File: config.mk
export PLATFORM = sky130hd
export DESIGN_NAME = mem_access_unit
export DESIGN_NICKNAME = d
export VERILOG_FILES = /design/src/rtl/mem_access_unit.sv
export SDC_FILE = /design/constraint.sdc
export NUM_CORES = 1
export LEC_CHECK = 0
export BUFFER_PORTS_ARGS = -buffer_cell sky130_fd_sc_hd__buf_2
export CORE_UTILIZATION = 30
export CTS_CLUSTER_DIAMETER = 30
export DETAILED_ROUTE_END_ITERATION = 7
export PLACE_DENSITY = 0.55
export SETUP_SLACK_MARGIN = 0.02
export SLEW_MARGIN = 0
export SYNTH_ARGS = -nofsm -noshare
export SYNTH_HDL_FRONTEND = slang
export SYNTH_SLANG_ARGS = --single-unit
File: constraint.sdc
create_clock -name clk -period 5.19 [get_ports clk]
set_clock_uncertainty 0.05 [all_clocks]
set_input_delay 0.2595 -clock clk [delete_from_list [all_inputs] [get_ports clk]]
set_output_delay 0.2595 -clock clk [all_outputs]
set_load 0.02 [all_outputs]
File: src/rtl/mem_access_unit.sv
// Load/store front-end to a word-aligned data memory: extracts and extends
// sub-word loads, and turns sub-word stores into a two-cycle read-modify-write.
module mem_access_unit #(
  parameter int ADDR_LIMIT = 1024
) (
  input  logic        clk,
  input  logic        reset,
  input  logic        req,
  input  logic        we,
  input  logic [1:0]  size,
  input  logic        sign_ext,
  input  logic [31:0] addr,
  input  logic [31:0] wdata,
  output logic [31:0] rdata,
  output logic        stall,
  output logic        misalign,
  output logic        err_flag,
  output logic [31:0] err_addr,
  input  logic        err_clr,
  output logic        mem_rd,
  output logic        mem_wr,
  output logic [31:0] mem_addr,
  output logic [31:0] mem_wdata,
  input  logic [31:0] mem_rdata,
  output logic        dbg_merge,
  output logic        dbg_addr_oor
);

  typedef enum logic {S_IDLE, S_MERGE} state_t;

  state_t      state_q, state_d;
  logic [31:0] hold_word_q, hold_word_d;
  logic [31:0] hold_addr_q, hold_addr_d;
  logic [1:0]  hold_size_q, hold_size_d;
  logic [15:0] hold_data_q, hold_data_d;
  logic        err_flag_q, err_flag_d;
  logic [31:0] err_addr_q, err_addr_d;

  logic        aligned;
  logic        set_err;
  logic [7:0]  load_byte;
  logic [15:0] load_half;
  logic [31:0] load_val;
  logic [31:0] merged;

  always_comb begin
    case (size)
      2'b00:   aligned = 1'b1;
      2'b01:   aligned = ~addr[0];
      default: aligned = (addr[1:0] == 2'b00);
    endcase
  end

  // Lane selection for loads; size 1x is a full word.
  always_comb begin
    load_byte = mem_rdata[{addr[1:0], 3'b000} +: 8];
    load_half = addr[1] ? mem_rdata[31:16] : mem_rdata[15:0];
    if (size[1]) begin
      load_val = mem_rdata;
    end else if (size[0]) begin
      load_val = {{16{sign_ext & load_half[15]}}, load_half};
    end else begin
      load_val = {{24{sign_ext & load_byte[7]}}, load_byte};
    end
  end

  always_comb begin
    merged = hold_word_q;
    if (hold_size_q == 2'b01) begin
      if (hold_addr_q[1]) merged[31:16] = hold_data_q;
      else                merged[15:0]  = hold_data_q;
    end else begin
      merged[{hold_addr_q[1:0], 3'b000} +: 8] = hold_data_q[7:0];
    end
  end

  always_comb begin
    state_d     = state_q;
    hold_word_d = hold_word_q;
    hold_addr_d = hold_addr_q;
    hold_size_d = hold_size_q;
    hold_data_d = hold_data_q;
    rdata       = 32'h0;
    stall       = 1'b0;
    misalign    = 1'b0;
    mem_rd      = 1'b0;
    mem_wr      = 1'b0;
    mem_addr    = {addr[31:2], 2'b00};
    mem_wdata   = 32'h0;
    set_err     = 1'b0;
    case (state_q)
      S_IDLE: begin
        if (req) begin
          if (!aligned) begin
            misalign = 1'b1;
            set_err  = 1'b1;
          end else if (!we) begin
            mem_rd = 1'b1;
            rdata  = load_val;
          end else if (size[1]) begin
            mem_wr    = 1'b1;
            mem_wdata = wdata;
          end else begin
            // Sub-word store: read the word now, write the merged word next cycle.
            mem_rd      = 1'b1;
            stall       = 1'b1;
            hold_word_d = mem_rdata;
            hold_addr_d = addr;
            hold_size_d = size;
            hold_data_d = wdata[15:0];
            state_d     = S_MERGE;
          end
        end
      end
      S_MERGE: begin
        mem_wr    = 1'b1;
        mem_addr  = {hold_addr_q[31:2], 2'b00};
        mem_wdata = merged;
        state_d   = S_IDLE;
      end
    endcase
    if (reset) begin
      rdata    = 32'h0;
      stall    = 1'b0;
      misalign = 1'b0;
      mem_rd   = 1'b0;
      mem_wr   = 1'b0;
    end
  end

  // A new misaligned request outranks a simultaneous clear.
  always_comb begin
    err_flag_d = set_err ? 1'b1 : (err_clr ? 1'b0 : err_flag_q);
    err_addr_d = set_err ? addr : err_addr_q;
  end

  always_ff @(posedge clk or posedge reset) begin
    if (reset) begin
      state_q     <= S_IDLE;
      hold_word_q <= 32'h0;
      hold_addr_q <= 32'h0;
      hold_size_q <= 2'b00;
      hold_data_q <= 16'h0;
      err_flag_q  <= 1'b0;
      err_addr_q  <= 32'h0;
    end else begin
      state_q     <= state_d;
      hold_word_q <= hold_word_d;
      hold_addr_q <= hold_addr_d;
      hold_size_q <= hold_size_d;
      hold_data_q <= hold_data_d;
      err_flag_q  <= err_flag_d;
      err_addr_q  <= err_addr_d;
    end
  end

  assign err_flag     = err_flag_q;
  assign err_addr     = err_addr_q;
  assign dbg_merge    = (state_q == S_MERGE);
  assign dbg_addr_oor = (addr >= 32'(ADDR_LIMIT));

endmodule

==> flow_metrics.env <==
export IMPL_worstSetupPathType="register to output port"
export IMPL_synth_edf_count=0
export IMPL_rr_endpoint="err_addr[27]$_DFFE_PP0P_"
export IMPL_dieWidth_um=152
export IMPL_overflow=0
export IMPL_ys_async_sr_fraction_pct=100
export IMPL_synth_area_top_cells="dfrtp_1 (42%), mux2_2 (15%), mux2_4 (9.7%)"
export IMPL_drive_gt1_share_pct=53.9
export IMPL_grt_pass1_wl_um=32300
export IMPL_port_buffers=236
export IMPL_dp_cells=1048
export IMPL_area_delta_synth_final_pct=27.7
export IMPL_synth_xor_area_share_pct=0
export IMPL_leakagePower_uw=0.00416
export IMPL_synthSimpleGateAreaFrac_pct=7.41
export IMPL_avgRoutedWirePerCell_um=19.2
export IMPL_synth_cell_types=56
export IMPL_rsz0062_at_grt="false"
export IMPL_max_vdd_ir_drop_mv=0.213
export IMPL_gp_congestion=0.808
export IMPL_place_ws_ps=2010
export IMPL_startpoint="hold_addr_q[1]$_DFFE_PP0P_"
export IMPL_avgSynthCellArea_um2=12.0
export IMPL_synth_top_family_by_area="multiplexers"
export IMPL_vias=5521
export IMPL_violations="design-rule violations, negative hold slack"
export IMPL_worstPathArrival_ps=3350
export IMPL_timing_rr_start="dbg_merge$_DFF_PP0_"
export IMPL_syn_area_mm2=0.00679
export IMPL_ys_ff_latch=115
export IMPL_yosysTopAreaCell="dfrtp_1"
export IMPL_cts_htree_levels=4
export IMPL_fmax_mhz=274
export IMPL_drc_errors=8
export IMPL_period_minus_slack_ps=3660
export IMPL_synth_mux_area_share_pct=29.0
export IMPL_setup_tns_ps=0
export IMPL_synthCells=568
export IMPL_num_io_pins=239
export IMPL_synth_compound_area_share_pct=14.4
export IMPL_maxSlewViolCount=0
export IMPL_yosysTopAreaCellShare_pct=42.4
export IMPL_endpoint="mem_wdata[21]"
export IMPL_first_pass_iters=8
export IMPL_clk_pin_slew_worst_paths_ps=60
export IMPL_ant_nets=0
export IMPL_maxCapViolations=0
export IMPL_grtUsageTotal_pct=17.9
export IMPL_end_kind="output port"
export IMPL_fin_crit_sh_pct=70.4
export IMPL_cts_buffers=17
export IMPL_antenna_found_initial=1
export IMPL_clock_root_buffer="clkbuf_16"
export IMPL_core_mm2=0.0220
export IMPL_row_count=54
export IMPL_worstSkewPairLatency_ps=420
export IMPL_crit_required_ps=4880
export IMPL_cts_resized_gates=0
export IMPL_yosysWarnings=0
export IMPL_dp_hpwl_um=15300
export IMPL_synth_main_ff_cell="dfrtp_1"
export IMPL_synthAdderAreaFrac_pct=0.921
export IMPL_seq_area_frac_synth_pct=42.4
export IMPL_worst_slack_ps=1530
export IMPL_setup_viol=0
export IMPL_hold_viol=6
export IMPL_layout_cells_non_filler=1081
export IMPL_worst_slew_pin_slew_ps=1110
export IMPL_die_area_mm2=0.0232
export IMPL_r2r_slack_ps=2600
export IMPL_start_util_pct=30.8
export IMPL_grt_pass1_vias=5371
export IMPL_min_delay_path_class="input port to asynchronous set/reset pin"
export IMPL_viasPerCell=5.11
export IMPL_holdWs_ps=-3.58
export IMPL_grt_max_degree=69
export IMPL_power_density_mw_per_mm2=382
export IMPL_rr_worst_depth=4
export IMPL_start_kind="register"
export IMPL_antenna_cells=0
export IMPL_drt_wl_total_um=20700
export IMPL_status="complete, but fails checks"
export IMPL_clock_sinks=115
export IMPL_clockBufferDepth=2
export IMPL_slew_limit_headroom_pct=25.8
export IMPL_drt_iter0_drc=374
export IMPL_fp_dieH_um=152
export IMPL_cts_tree="yes"
export IMPL_path_max_fanout=21
export IMPL_nets=897
-- Yosys cell counts (2+ instances only) --
master / count
nand2b_1: 2
nor2_1: 20
a222oi_1: 3
a21oi_2: 11
and2_1: 2
buf_4: 11
mux2_1: 10
mux2i_1: 18
mux2_4: 44
nand3_1: 5
clkbuf_1: 9
nor3_1: 3
dfrtp_1: 115
nor4_1: 4
a21o_1: 8
o21ai_0: 27
or4_1: 2
nand2_1: 31
a32o_1: 16
mux2_2: 90
buf_8: 5
buf_2: 11
a21oi_1: 16
buf_6: 5
inv_1: 23
nor2b_1: 3
a22o_1: 8
a31oi_1: 9
nor4_4: 2
a221o_1: 16
o22ai_1: 10
ha_1: 5
-- flip-flops by register name, summed over array words and instances, names as in the netlist --
name,flops
hold_word_q,32
err_flag,1
hold_data_q,16
dbg_merge,1
hold_size_q,1
hold_addr_q,32
err_addr,32
-- critical path, cell delays in order (launching register included) --
cell and delay [ps]:
dfrtp_1 1030, inv_1 230, ha_1 460, nand4bb_1 120, nor2_1 480, o21ai_0 230
a31oi_1 190, buf_2 180
-- routing by layer --
layer	track usage (%)	wire length [um]	share of wire, %	vias up
li1	-	-	-	2567
met1	25.7	10100	49	2721
met2	26.6	9100	44	218
met3	4.72	1360	6.5	15
met4	4.38	136	0.66	0
met5	0	0	0	-
-- how the worst min path moves through the flow --
stage | start | endpoint | slack (ps) | cells after the start
detailed placement | err_clr | err_flag$_DFFE_PP0P_ | 410 | 2
global placement | err_clr | err_flag$_DFFE_PP0P_ | 410 | 2
finish | reset | dbg_merge$_DFF_PP0_ | -4 | 2
CTS | reset | err_addr[13]$_DFFE_PP0P_ | 20 | 2
floorplan | err_clr | err_flag$_DFFE_PP0P_ | 320 | 1
global route | addr[8] | hold_addr_q[8]$_DFFE_PP0P_ | 30 | 2
-- power breakdown --
group,leakage (uW),internal (uW),switching (uW)
clock network,0.000290,721,479
registers,0.00137,1090,189
logic,0.00250,412,422
total,0.00416,2230,1090
-- timing repair --
action / CTS / global route
setup buffers: 0 / 0
endpoints found under the hold margin: 1 / 0
hold buffers: 1 / 0
-- cells in the final DEF, fill, tap and decap left out, types with 17 or more instances in the layout --
cell type    n
buf_2      236
nand2_1     31
nor2_1      20
dfrtp_1    114
mux2_4      44
mux2_2      90
mux2i_1     18
clkbuf_16   17
o21ai_0     27
inv_1       22
-- logic make-up (layout without fill, tap and decap cells) --
group / count (synthesis) / after routing
muxes: 162 / 162
AOI/OAI and AO/OA: 130 / 130
other: 1 / 2
buffers and inverters: 66 / 298
adders and majority gates: 5 / 5
and+or+nand+nor: 89 / 89
DFF: 115 / 115
-- metrics by stage --
stage / area [um^2] / power, uW / util [%]
after global placement: 8070 / 2120 / 36.6
after CTS: 8670 / 3340 / 39.4
after floorplan: 6790 / 1840 / -
after detailed placement: 8070 / 2120 / 36.6
after global routing: 8670 / 3470 / 39.4
final: 8670 / 3320 / 39.4
-- area by class of cell --
class	instances	area, um^2
multi-input combinational	388	3520
tap	280	350
fill	2198	13400
inverter	24	92.6
timing repair buffer	242	1230
clock inverter	15	171
clock buffer	17	425
sequential	115	2880
Note: power is estimated with default switching activity, not from simulation.
